$ cat src/rtl/instr_sequencer_if.sv
// ---------------------------------------------------------------------------
// instr_sequencer_if
//   Bundles the instruction-memory and data-memory handshake signals that the
//   sequencer exchanges with its memories.
//
//   Signals
//     instr      [31:0]  instruction word from instruction memory
//     imem_valid         instr is valid this cycle
//     imem_req           sequencer requests an instruction (FETCH)
//     dmem_ready         data memory completed the current access
//     dmem_rd            data memory read strobe (LOAD in MEM)
//     dmem_wr            data memory write strobe (STORE in MEM)
//
//   Modports
//     master : the sequencer side (drives the requests and strobes)
//     slave  : the memory side (drives instr/imem_valid/dmem_ready)
// ---------------------------------------------------------------------------
interface instr_sequencer_if;
    logic [31:0] instr;
    logic        imem_valid;
    logic        imem_req;
    logic        dmem_ready;
    logic        dmem_rd;
    logic        dmem_wr;

    modport master (
        input  instr,
        input  imem_valid,
        input  dmem_ready,
        output imem_req,
        output dmem_rd,
        output dmem_wr
    );

    modport slave (
        output instr,
        output imem_valid,
        output dmem_ready,
        input  imem_req,
        input  dmem_rd,
        input  dmem_wr
    );
endinterface

$ cat src/rtl/instr_sequencer.sv
// ---------------------------------------------------------------------------
// instr_sequencer
//   Multi-cycle instruction sequencer: FETCH -> DECODE -> EXEC -> (MEM) ->
//   (WB) -> FETCH, with sticky HALT and FAULT states. Produces the datapath
//   control strobes for the held instruction register.
//
//   Parameters
//     MEM_TIMEOUT  max cycles spent in MEM waiting for dmem_ready (<= 32)
//     HALT_OPCODE  opcode that stops the sequencer
//
//   Ports
//     clk          clock, rising edge
//     reset_n      asynchronous active-low reset
//     bus          memory handshake interface (master side)
//     alu_zero     ALU zero flag, used in EXEC for BEQ/BNE
//     ir_load      load instr into ir (FETCH with imem_valid)
//     pc_inc       increment PC (FETCH with imem_valid)
//     pc_branch    take branch/jump (EXEC)
//     alu_src_imm  ALU second operand is the immediate (EXEC)
//     rf_we        register-file write enable (WB)
//     wb_sel       write-back source is memory (WB of LOAD)
//     halted       sequencer halted (sticky)
//     illegal      illegal opcode fault (sticky)
//     bus_err      data memory timeout fault (sticky)
//     alu_op       opcode of the held instruction
//     ir           held instruction register
//     state        current state, for debug
// ---------------------------------------------------------------------------
module instr_sequencer #(
    parameter int         MEM_TIMEOUT = 16,
    parameter logic [5:0] HALT_OPCODE = 6'd63
) (
    input  logic                      clk,
    input  logic                      reset_n,
    instr_sequencer_if.master         bus,
    input  logic                      alu_zero,
    output logic                      ir_load,
    output logic                      pc_inc,
    output logic                      pc_branch,
    output logic                      alu_src_imm,
    output logic                      rf_we,
    output logic                      wb_sel,
    output logic                      halted,
    output logic                      illegal,
    output logic                      bus_err,
    output logic [5:0]                alu_op,
    output logic [31:0]               ir,
    output logic [2:0]                state
);

    typedef enum logic [2:0] {
        S_FETCH  = 3'd0,
        S_DECODE = 3'd1,
        S_EXEC   = 3'd2,
        S_MEM    = 3'd3,
        S_WB     = 3'd4,
        S_HALT   = 3'd5,
        S_FAULT  = 3'd6
    } state_t;

    typedef enum logic [3:0] {
        C_NOP, C_RTYPE, C_ITYPE, C_LOAD, C_STORE,
        C_BEQ, C_BNE, C_JMP, C_HALT, C_ILLEGAL
    } class_t;

    localparam logic [4:0] TIMEOUT_LAST = 5'(MEM_TIMEOUT - 1);

    state_t      state_q, state_d;
    logic [31:0] ir_q, ir_d;
    logic [4:0]  wait_cnt_q, wait_cnt_d;
    logic        halted_q, halted_d;
    logic        illegal_q, illegal_d;
    logic        bus_err_q, bus_err_d;

    logic [5:0]  opcode;
    class_t      cls;

    logic        imem_req_o, dmem_rd_o, dmem_wr_o;

    // ------------------------------------------------------------------
    // Instruction classification from the held instruction. The halt
    // opcode is checked first so it wins even if moved into a class range.
    // ------------------------------------------------------------------
    assign opcode = ir_q[31:26];

    always_comb begin
        cls = C_ILLEGAL;
        if (opcode == HALT_OPCODE)  cls = C_HALT;
        else if (opcode == 6'd0)    cls = C_NOP;
        else if (opcode <= 6'd15)   cls = C_RTYPE;
        else if (opcode <= 6'd23)   cls = C_ITYPE;
        else if (opcode <= 6'd25)   cls = C_LOAD;
        else if (opcode <= 6'd27)   cls = C_STORE;
        else if (opcode == 6'd28)   cls = C_BEQ;
        else if (opcode == 6'd29)   cls = C_BNE;
        else if (opcode <= 6'd31)   cls = C_JMP;
    end

    // ------------------------------------------------------------------
    // State register (plus datapath/flag registers)
    // ------------------------------------------------------------------
    always_ff @(posedge clk or negedge reset_n) begin
        if (!reset_n) begin
            state_q    <= S_FETCH;
            ir_q       <= '0;
            wait_cnt_q <= '0;
            halted_q   <= 1'b0;
            illegal_q  <= 1'b0;
            bus_err_q  <= 1'b0;
        end else begin
            state_q    <= state_d;
            ir_q       <= ir_d;
            wait_cnt_q <= wait_cnt_d;
            halted_q   <= halted_d;
            illegal_q  <= illegal_d;
            bus_err_q  <= bus_err_d;
        end
    end

    // ------------------------------------------------------------------
    // Next-state logic
    // ------------------------------------------------------------------
    always_comb begin
        state_d    = state_q;
        ir_d       = ir_q;
        wait_cnt_d = wait_cnt_q;
        halted_d   = halted_q;
        illegal_d  = illegal_q;
        bus_err_d  = bus_err_q;

        case (state_q)
            S_FETCH: begin
                if (bus.imem_valid) begin
                    ir_d    = bus.instr;
                    state_d = S_DECODE;
                end
            end
            S_DECODE: begin
                case (cls)
                    C_NOP:     state_d = S_FETCH;
                    C_HALT: begin
                        state_d  = S_HALT;
                        halted_d = 1'b1;
                    end
                    C_ILLEGAL: begin
                        state_d   = S_FAULT;
                        illegal_d = 1'b1;
                    end
                    default:   state_d = S_EXEC;
                endcase
            end
            S_EXEC: begin
                case (cls)
                    C_RTYPE, C_ITYPE: state_d = S_WB;
                    C_LOAD, C_STORE: begin
                        state_d    = S_MEM;
                        wait_cnt_d = '0;
                    end
                    default:          state_d = S_FETCH;
                endcase
            end
            S_MEM: begin
                // Ready is tested before the timeout so a ready arriving on
                // the last permitted cycle completes the access.
                if (bus.dmem_ready) begin
                    state_d = (cls == C_LOAD) ? S_WB : S_FETCH;
                end else if (wait_cnt_q == TIMEOUT_LAST) begin
                    state_d   = S_FAULT;
                    bus_err_d = 1'b1;
                end else begin
                    wait_cnt_d = wait_cnt_q + 5'd1;
                end
            end
            S_WB:    state_d = S_FETCH;
            S_HALT:  state_d = S_HALT;
            S_FAULT: state_d = S_FAULT;
            default: state_d = S_FETCH;
        endcase
    end

    // ------------------------------------------------------------------
    // Output logic. FETCH is the reset state, so the fetch-side strobes are
    // qualified with reset_n to keep every output low while reset is held.
    // ------------------------------------------------------------------
    always_comb begin
        imem_req_o  = 1'b0;
        ir_load     = 1'b0;
        pc_inc      = 1'b0;
        pc_branch   = 1'b0;
        alu_src_imm = 1'b0;
        rf_we       = 1'b0;
        wb_sel      = 1'b0;
        dmem_rd_o   = 1'b0;
        dmem_wr_o   = 1'b0;

        case (state_q)
            S_FETCH: begin
                imem_req_o = reset_n;
                ir_load    = reset_n & bus.imem_valid;
                pc_inc     = reset_n & bus.imem_valid;
            end
            S_EXEC: begin
                alu_src_imm = (cls == C_ITYPE) || (cls == C_LOAD) || (cls == C_STORE);
                pc_branch   = ((cls == C_BEQ) &&  alu_zero) ||
                              ((cls == C_BNE) && !alu_zero) ||
                               (cls == C_JMP);
            end
            S_MEM: begin
                dmem_rd_o = (cls == C_LOAD);
                dmem_wr_o = (cls == C_STORE);
            end
            S_WB: begin
                rf_we  = 1'b1;
                wb_sel = (cls == C_LOAD);
            end
            default: ;
        endcase
    end

    assign bus.imem_req = imem_req_o;
    assign bus.dmem_rd  = dmem_rd_o;
    assign bus.dmem_wr  = dmem_wr_o;

    assign halted  = halted_q;
    assign illegal = illegal_q;
    assign bus_err = bus_err_q;
    assign alu_op  = ir_q[31:26];
    assign ir      = ir_q;
    assign state   = state_q;

endmodule

$ cat src/flat_wrapper.sv
// flat-port wrapper written by rule: the top's interface ports become plain ports
module instr_sequencer_flat 
#(
    parameter int         MEM_TIMEOUT = 16,
    parameter logic [5:0] HALT_OPCODE = 6'd63
)
  (clk, reset_n, alu_zero, ir_load, pc_inc, pc_branch, alu_src_imm, rf_we, wb_sel, halted, illegal, bus_err, alu_op, ir, state, bus_instr, bus_imem_valid, bus_dmem_ready, bus_imem_req, bus_dmem_rd, bus_dmem_wr);
  instr_sequencer_if bus_i ();
  input  logic clk;
  input  logic reset_n;
  input  logic alu_zero;
  output logic ir_load;
  output logic pc_inc;
  output logic pc_branch;
  output logic alu_src_imm;
  output logic rf_we;
  output logic wb_sel;
  output logic halted;
  output logic illegal;
  output logic bus_err;
  output logic [5:0] alu_op;
  output logic [31:0] ir;
  output logic [2:0] state;
  input wire logic [$bits(bus_i.instr)-1:0] bus_instr;
  input wire logic [$bits(bus_i.imem_valid)-1:0] bus_imem_valid;
  input wire logic [$bits(bus_i.dmem_ready)-1:0] bus_dmem_ready;
  output wire logic [$bits(bus_i.imem_req)-1:0] bus_imem_req;
  output wire logic [$bits(bus_i.dmem_rd)-1:0] bus_dmem_rd;
  output wire logic [$bits(bus_i.dmem_wr)-1:0] bus_dmem_wr;
  assign bus_i.instr = bus_instr;
  assign bus_i.imem_valid = bus_imem_valid;
  assign bus_i.dmem_ready = bus_dmem_ready;
  assign bus_imem_req = bus_i.imem_req;
  assign bus_dmem_rd = bus_i.dmem_rd;
  assign bus_dmem_wr = bus_i.dmem_wr;
  instr_sequencer #(.MEM_TIMEOUT(MEM_TIMEOUT), .HALT_OPCODE(HALT_OPCODE)) u_core (.clk(clk), .reset_n(reset_n), .bus(bus_i), .alu_zero(alu_zero), .ir_load(ir_load), .pc_inc(pc_inc), .pc_branch(pc_branch), .alu_src_imm(alu_src_imm), .rf_we(rf_we), .wb_sel(wb_sel), .halted(halted), .illegal(illegal), .bus_err(bus_err), .alu_op(alu_op), .ir(ir), .state(state));
endmodule
$ cat config.mk
export PLATFORM = sky130hd
export DESIGN_NAME = instr_sequencer_flat
export DESIGN_NICKNAME = d
export VERILOG_FILES = /design/src/rtl/instr_sequencer_if.sv /design/src/rtl/instr_sequencer.sv /design/src/flat_wrapper.sv
export SDC_FILE = /design/constraint.sdc
export NUM_CORES = 1
export LEC_CHECK = 0
export CAP_MARGIN = 15
export CORE_ASPECT_RATIO = 0.5
export CORE_MARGIN = 2
export CORE_UTILIZATION = 44
export CTS_BUF_LIST = sky130_fd_sc_hd__clkbuf_2 sky130_fd_sc_hd__clkbuf_4 sky130_fd_sc_hd__clkbuf_8
export DETAILED_ROUTE_END_ITERATION = 12
export PLACE_DENSITY = 0.86
export SLEW_MARGIN = 10
export SYNTH_ARGS = -nofsm -noshare
export SYNTH_HDL_FRONTEND = slang
export SYNTH_SLANG_ARGS = --single-unit
$ cat constraint.sdc
create_clock -name clk -period 2.6 [get_ports clk]
set_clock_uncertainty 0.05 [all_clocks]
set_input_delay 0.26 -clock clk [delete_from_list [all_inputs] [get_ports clk]]
set_output_delay 0.26 -clock clk [all_outputs]
set_load 0.01 [all_outputs]
After elaboration in Yosys (flattened, before gate mapping)
Index checks and enable logic that the tools add are counted.
Operators by class
  eq/ne operators: 24
  muxes and demuxes: 28
  $lt $le $gt $ge: 5
  reductions and logical operators: 19
  add/sub/neg operators: 1
  bitwise operators: 2
Operators by type and width (number)
  4-bit 2-to-1 mux: 9
  6-bit by 5-bit less-or-equal comparator with 1-bit output, second input constant: 4
  3-bit one-hot mux with 6 select lines: 1
  4-bit by 3-bit == test with 1-bit output, second input constant: 4
  5-bit 2-to-1 mux: 3
  6-bit by 5-bit == test with 1-bit output, second input constant: 2
  3-bit 2-to-1 mux: 4
  5-bit one-hot mux with 2 select lines: 1
  3-bit == test, second input constant: 3
  3-bit one-hot mux with 3 select lines: 1
  4-bit by 2-bit == test with 1-bit output, second input constant: 2
  4-bit == test, second input constant: 2
  1-bit 2-to-1 mux: 8
  2-bit AND reduction: 4
  3-bit by 2-bit == test with 1-bit output, second input constant: 2
  6-bit == test, second input constant: 1
  6-bit by 4-bit less-or-equal comparator with 1-bit output, second input constant: 1
  6-bit logical NOT: 1
  2-bit inequality test, second input constant: 3
  3-bit one-hot mux with 2 select lines: 1
  5-bit by 1-bit adder with 5-bit output, second input constant: 1
  5-bit by 4-bit == test with 1-bit output, second input constant: 1
  4-bit by 1-bit == test with 1-bit output, second input constant: 1
  4-bit logical NOT: 1
  13 further kinds: 18
Storage, ports and cells
  input bits: 37
  logic and storage cells: 85
  bits in registers: 43

Depth between registers and ports, before layout
Gate-level depths: netlist of the first run.
  depth in word-level cells: 15
  depth in mapped cells: 7
  gate-level depth less buffers: 7

Worst setup path after synthesis of the first run
Ideal clock, no wire load.
  path kind: reg2out
  start point: reg u_core.ir_q[28] (netlist: u_core.ir[28])
  end point: out bus_dmem_wr
  buffers on the path: 1
  cell stages (with the launch flop): 6
  path slack: 634 ps
  arrival: 1656 ps
  cell sequence: dfrtp_1 -> buf_6 -> or3_4 -> nor3_4 -> a211oi_2 -> nor4_1
Between the ends
  word-level cells in the longest chain between the ends: 12
  elaborated cells between the ends (all ways): 20
RTL lines
  from (decl): RTL line instr_sequencer.sv:69  | logic [31:0] ir_q, ir_d;
  from (signal assigned): RTL line instr_sequencer.sv:112  | ir_q <= ir_d;
  6-bit by 5-bit less-or-equal comparator with 1-bit output: RTL line instr_sequencer.sv:96  | else if (opcode <= 6'd31) cls = C_JMP;
  4-bit 2-to-1 mux: RTL line instr_sequencer.sv:96
  4-bit 2-to-1 mux: RTL line instr_sequencer.sv:95  | else if (opcode == 6'd29) cls = C_BNE;
  4-bit 2-to-1 mux: RTL line instr_sequencer.sv:94  | else if (opcode == 6'd28) cls = C_BEQ;
  4-bit 2-to-1 mux: RTL line instr_sequencer.sv:93  | else if (opcode <= 6'd27) cls = C_STORE;
  4-bit 2-to-1 mux: RTL line instr_sequencer.sv:92  | else if (opcode <= 6'd25) cls = C_LOAD;
  4-bit 2-to-1 mux: RTL line instr_sequencer.sv:91  | else if (opcode <= 6'd23) cls = C_ITYPE;
  4-bit 2-to-1 mux: RTL line instr_sequencer.sv:90  | else if (opcode <= 6'd15) cls = C_RTYPE;
  4-bit 2-to-1 mux: RTL line instr_sequencer.sv:89  | else if (opcode == 6'd0) cls = C_NOP;
  4-bit 2-to-1 mux (*): RTL line instr_sequencer.sv:88  | if (opcode == HALT_OPCODE) cls = C_HALT;
  4-bit by 3-bit == test with 1-bit output (*): RTL line instr_sequencer.sv:210  | dmem_wr_o = (cls == C_STORE);
  1-bit 2-to-1 mux (*): RTL line instr_sequencer.sv:196  | case (state_q)
  to (decl): RTL line flat_wrapper.sv:29  | output wire logic [$bits(bus_i.dmem_wr)-1:0] bus_dmem_wr;
Mark *: on every way between the ends. The rest lies on a longest branch, timed or not.

Final worst setup path of the first run
  start point: reg u_core.ir_q[28] (netlist: u_core.ir[28])
  end point: out pc_branch
Between the ends
  word-level cells in the longest chain between the ends: 15
  elaborated cells between the ends (all ways): 26
RTL lines
  6-bit by 5-bit less-or-equal comparator with 1-bit output: RTL line instr_sequencer.sv:96
  4-bit 2-to-1 mux: RTL line instr_sequencer.sv:96
  4-bit 2-to-1 mux: RTL line instr_sequencer.sv:95
  4-bit 2-to-1 mux: RTL line instr_sequencer.sv:94
  4-bit 2-to-1 mux: RTL line instr_sequencer.sv:93
  4-bit 2-to-1 mux: RTL line instr_sequencer.sv:92
  4-bit 2-to-1 mux: RTL line instr_sequencer.sv:91
  4-bit 2-to-1 mux: RTL line instr_sequencer.sv:90
  4-bit 2-to-1 mux: RTL line instr_sequencer.sv:89
  4-bit 2-to-1 mux (*): RTL line instr_sequencer.sv:88
  4-bit by 3-bit == test with 1-bit output, on equally long branches: RTL line instr_sequencer.sv:204, instr_sequencer.sv:205
  1-bit logical AND, on equally long branches: RTL line instr_sequencer.sv:204, instr_sequencer.sv:205
  1-bit logical OR: RTL line instr_sequencer.sv:204  | pc_branch = ((cls == C_BEQ) && alu_zero) ||
  1-bit logical OR (*): RTL line instr_sequencer.sv:205  | ((cls == C_BNE) && !alu_zero) ||
  1-bit 2-to-1 mux (*): RTL line instr_sequencer.sv:196
  to (decl): RTL line flat_wrapper.sv:14  | output logic pc_branch;
Marked as above.

==> qor.txt, run 1 <==
status: finished clean
fin. max-slew vios: 0
area grow syn2layout: 46.0%
post-synthesis sequential area ratio: 50.1%
nets: 305
sequential fraction of design power: 35.9%
# setup viols final: 0
vias in the first global route: 1,651
I/O Pins: 90
initial antenna violation count: 0
final cell count without fillers: 333
clk_lat worst skew: 0.30 ns
share of cells above drive strength 1: 11.6%
First-pass DRT Iterations: 4
switching part of the total: 36.2%
cts bufs inserted: 5
P_int: 2.26 mW
chip width: 103 um
Max Root-Sink Buffers: 2
Synth area leader: dfrtp_1
worst rel slew slack: 63.9%
Crit path max-delay family: buffers and inverters
Synth Register Bits: 43
Worst Hold Class: in2async
first-pass GRT wire length: 8.07 mm
max_cap viols: 0
Post-route DRC: 0
largest net degree at the start of global routing: 44
post-synth cell types: 44
CP max stage delay: 0.56 ns
Final GP Congestion: 0.831
synthesized net count: 222
Synth top area share: 50.1%
setup_tns: 0 ns
clk slew on worst S/H paths: 0.08 ns
Post-synth EDFFs: 0
Die Ht: 53.4 um
Antenna Cells: 0
full die area: 5490 um^2
CTS tree: yes
H-tree depth: 2
YS warnings: 0
Placeable Area: 4550 um^2
CP Capture Type: primary output
total power: 3.54 mW
Syn Inst Count: 183
WS Path Type: reg2out
antenna-violating nets left: 0
Worst path slowest cell: clkdlybuf4s50_1
placed wire-length estimate: 3.80 mm
CTS Root Cell: clkbuf_8
synth top area cells: dfrtp_1 (50%), mux2_1 (15%), buf_4 (2.4%)
Psw: 1.28 mW
Placed Cells: 324
drt wl/cell: 15.4 um
Worst setup SP type: flop
Clk network pwr share: 13.5%
Starting Density: 47.2%
Final Cycle Share: 93.2%
FFs w/ async S/R, synth: 100%
unrepaired setup endpoints after global routing: no
Row Count: 17
Leakage: 1.31 nW
PD cells: 1130 nW/um^2
Iteration-0 DRC Markers: 60
Total GRT Usage: 19.8%
worst slew pin tran: 0.541 ns
Final Hold Vio Count: 0
synthesized area: 2150 um^2
required time worst endpoint: 2.29 ns
Critical Path AT: 2.11 ns
VDD IR-drop max: 0.530 mV
post-route minimum period: 2.42 ns
Via density: 4.98
Synth Area per Inst: 11.7 um^2
final core utilization: 68.9%
top_reg_cell synth: dfrtp_1
cells along the critical path: buf_4 > nand2b_1 > o21ai_0 > a21oi_2 > mux2i_1 > nor3_1 > clkdlybuf4s50_1
Post-Route WL: 5.12 mm
# hold bufs at CTS: 0
crit path buf inv count: 2
Max Freq: 413 MHz
grt ovf: 0
part of the power in combinational logic: 50.6%
PortBufs: 89
TritonCTS Sinks: 43
crit path max fanout: 10
total vias in the final route: 1,658
[through the flow]
| step | setup WS [ns] | cell area (um^2) | hold slack, ns |
|---|---|---|---|
| CTS | 0.00141 | 3120 | 0.0264 |
| detailed placement | 0.223 | 3010 | 0.355 |
| global placement | 0.320 | 3010 | 0.337 |
| floorplan | 0.634 | 2150 | -0.0856 |
| finish | 0.176 | 3130 | 0.0185 |
| global route | 0.00911 | 3130 | 0.0569 |
[worst paths after layout]
kind / cells after the start / slack, ns / startpoint / end
max: 7 / 0.18 / u_core.ir[28] / pc_branch
min: 2 / 0.02 / reset_n / u_core.ir[22]
max reg2reg: 7 / 0.54 / u_core.wait_cnt_q[0] / u_core.wait_cnt_q[4]
min reg2reg: 1 / 0.44 / u_core.ir[17] / u_core.ir[17]
max in group asynchronous: 2 / 2.09 / reset_n / u_core.ir[29]
min in group clk: 1 / 0.44 / u_core.ir[17] / u_core.ir[17]
[cell type report]
type	instances	area [um^2]
Inverter	6	22.5
Fill cell	364	1420
Multi-Input combinational cell	117	927
Timing Repair Buffer	93	918
Clock buffer	7	96.3
Sequential cell	43	1080
Clock inverter	1	7.51
Tap cell	66	82.6
[cell usage after synthesis (2+ instances only)]
cell and count:
and2_1 2, nor3b_1 2, o21ai_1 3, buf_2 6
buf_6 4, o21ai_0 3, or2_1 2, nand4_1 2
nand2_1 8, nor2b_1 3, o211ai_1 2, a21oi_1 5
nor2_1 10, xor2_1 3, and3_1 2, ha_1 2
dfrtp_1 43, nand3b_1 3, mux2_2 4, inv_1 5
mux2_1 29, nand3_1 3, mux2i_1 2, nor3_1 5
nand2b_1 5, buf_4 7
[kinds of logic (layout without fill, tap and decap cells)]
logic type	Yosys count	count (layout)	synth area share, %
AO/OA/AOI/OAI	21	21	6.41
XOR/XNOR	3	3	1.22
adder cells (fa/ha/maj)	2	2	1.17
buffers and inverters	23	107	6.99
flip-flops	43	43	50.1
multiplexers	35	35	18.2
AND/OR/NAND/NOR	56	56	15.9
[registers in the layout, indices dropped and copies added, names as in the netlist]
name,flops
u_core.state,3
u_core.illegal,1
u_core.bus_err,1
u_core.ir,32
u_core.halted,1
u_core.wait_cnt_q,5
[power by group through the flow]
| stage | clock network (mW) | logic (mW) | registers (mW) |
|---|---|---|---|
| 6_report | 0.477 | 1.79 | 1.27 |
| 3_3_place_gp | 0 | 1.74 | 1.24 |
| 5_1_grt | 0.514 | 1.92 | 1.32 |
| 4_1_cts | 0.487 | 1.81 | 1.27 |
| 3_5_place_dp | 0 | 1.78 | 1.27 |
| 2_1_floorplan | 0 | 0.896 | 1.31 |
[cells in the final DEF (no fill, tap or decap), types with 4 or more instances in the layout]
cell / synthesis / layout
nand2_1: 8 / 8
buf_4: 7 / 4
inv_1: 5 / 5
mux2_2: 4 / 4
nor3_1: 5 / 5
clkbuf_8: 0 / 7
clkdlybuf4s50_1: 0 / 87
a21oi_1: 5 / 4
mux2_1: 29 / 29
nor2_1: 10 / 10
dfrtp_1: 43 / 40
nand2b_1: 5 / 4
[per-layer routing]
metal  track usage, %  vias up  routed length, um
li1                 -      794                  -
met4             6.58        0                 70
met3             3.83        8                165
met2             36.3       32               2700
met1             23.8      824               2190
met5                0        -                  0
[timing repair]
item / 4_1_cts / 5_1_grt
pin swaps: 1 / 1
gates resized for setup: 2 / 4
endpoints found under the hold margin: 0 / 0
setup buffers: 1 / 0
endpoints found under the setup margin: 2 / 2
Note: power is estimated with default switching activity, not from simulation.
==> run 2: changes to the inputs <==
CORE_MARGIN = 4   (was 2)
clock period = 2.5 ns   (was 2.6 ns; I/O delays follow)
==> run 2 against run 1 <==
Effect of this change: worst setup slack worse by 0.073 ns; power is 5.7% higher; sequential share of layout area decreased by 0.095 points; non-clock buffer count up 1; largest cell class unchanged; the run now ends with hold timing left; register-to-register slack worse by 0.11 ns.
==> qor.txt, run 2 (synthesized netlist as in run 1, its figures left out) <==
status: finished, violations left
violated checks: hold timing
switching part of the total: 35.7%
TritonCTS Sinks: 43
flop2flop setup slack: 0.43 ns
Via density: 5.02
RR Endpoint: u_core.wait_cnt_q[4]
CTS tree: yes
Placed Area: 3020 um^2
Critical Path AT: 2.10 ns
area grow syn2layout: 46.2%
initial antenna violation count: 0
CP Capture Type: primary output
part of the power in combinational logic: 50.5%
drt wl/cell: 16.0 um
vias in the first global route: 1,823
worst rel slew slack: 63.7%
post-route minimum period: 2.40 ns
most common cell after layout, fill and taps aside: clkdlybuf4s50_1
Post-Place Worst Slack: 0.152 ns
most frequent cells in the layout: clkdlybuf4s50_1 (86), dfrtp_1 (41), mux2_1 (29)
largest net degree at the start of global routing: 44
total power: 3.74 mW
crit path max fanout: 10
Final Cycle Share: 95.9%
nets: 306
H-tree depth: 2
total vias in the final route: 1,672
PortBufs: 89
WS Path Type: reg2out
required time worst endpoint: 2.20 ns
Hold WS: -0.00288 ns
Final GP Congestion: 0.855
Psw: 1.34 mW
VDD IR-drop max: 0.607 mV
Max Root-Sink Buffers: 2
Post-Route WL: 5.34 mm
Worst Hold Class: in2async
Worst setup SP type: flop
placed wire-length estimate: 3.97 mm
I/O Pins: 90
Post-route DRC: 0
reg2reg start: u_core.wait_cnt_q[0]
setup_tns: 0 ns
multi-input logic area: 925 um^2
Antenna Cells: 0
Register-to-Register Path Depth: 7
post-route cell area: 3140 um^2
Placeable Area: 4550 um^2
chip width: 107 um
clk slew on worst S/H paths: 0.09 ns
Max Freq: 417 MHz
Iteration-0 DRC Markers: 74
fill cell count: 351
Final Hold Vio Count: 4
register area: 1080 um^2
# setup viols final: 0
Placed Cells: 325
Total GRT Usage: 18.6%
Leakage: 1.32 nW
max FFs per register: 32
Starting Density: 47.2%
first-pass GRT wire length: 9.03 mm
fin. max-slew vios: 0
full die area: 6130 um^2
max_cap viols: 0
sequential fraction of design power: 35.2%
share of cells above drive strength 1: 10.9%
antenna-violating nets left: 0
worst slew pin tran: 0.544 ns
Row Count: 17
grt ovf: 0
clk_lat worst skew: 0.30 ns
CTS Root Cell: clkbuf_8
final core utilization: 69.0%
cts bufs inserted: 5
final cell count without fillers: 333
PD cells: 1190 nW/um^2
P_int: 2.41 mW
unrepaired setup endpoints after global routing: no
Clk network pwr share: 14.3%
Final WS setup: 0.103 ns
Die Ht: 57.4 um
First-pass DRT Iterations: 4
[run 2: changes by cell type in the layout (fill, tap and decap cells not counted), sizes merged]
cell and change:
buf +1, bufinv +1, clkinvlp -1, dlygate4sd2 +1, clkbuf -1, clkdlybuf4s50 -1
[run 2: worst max-delay path by stage]
| stage | start | depth (start not counted) | end | slack, ns |
|---|---|---|---|---|
| after global routing | u_core.ir[27] | 4 | wb_sel | 0.06 |
| after detailed placement | u_core.ir[27] | 5 | bus_dmem_wr | 0.15 |
| after global placement | u_core.ir[27] | 5 | bus_dmem_wr | 0.22 |
| final | u_core.ir[27] | 4 | wb_sel | 0.10 |
| after CTS | u_core.ir[30] | 6 | pc_branch | 0.005 |
| after floorplan | u_core.ir[28] | 5 | bus_dmem_wr | 0.54 |
[run 2: layout make-up]
| type | count | area share, % |
|---|---|---|
| clock buffers | 6 | 2.43 |
| clock inverters | 1 | 0.957 |
| inverters | 6 | 0.717 |
| multi-input cells | 117 | 29.5 |
| flip-flops and latches | 43 | 34.4 |
| well taps | 66 | 2.63 |
| repair buffers | 94 | 29.5 |
[run 2: power groups by stage]
stage	Clock (mW)	Combinational (mW)	Sequential, mW
2_1_floorplan	0	0.932	1.36
3_3_place_gp	0	1.83	1.29
3_5_place_dp	0	1.87	1.32
4_1_cts	0.546	1.91	1.32
5_1_grt	0.579	2.02	1.39
6_report	0.535	1.89	1.32
[run 2: per-layer routing]
layer  part of all wire, %  up-vias  track usage [%]
li1                      -      794                -
met1                    39      824             20.8
met2                    54       43             34.9
met3                   4.2       11             4.52
met4                   2.4        0             7.10
met5                     0        -                0
[run 2: critical path: stages (launching register included)]
cell,delay (ns)
dfrtp_2,0.47
or3_4,0.42
or2_1,0.27
nor2b_1,0.11
clkdlybuf4s50_1,0.55
[run 2: what timing repair did]
action | 4_1_cts | 5_1_grt
setup buffers | 1 | 0
hold buffers | 0 | 0
setup endpoints to repair | 2 | 1
resized for setup | 4 | 1
pin swaps | 1 | 2
==> run 3: changes to the inputs <==
CTS_BUF_LIST = sky130_fd_sc_hd__clkbuf_4 sky130_fd_sc_hd__clkbuf_8   (was sky130_fd_sc_hd__clkbuf_2 sky130_fd_sc_hd__clkbuf_4 sky130_fd_sc_hd__clkbuf_8)
==> results of run 3 <==
Final layout, timing and power as in run 2 (identical DEF).
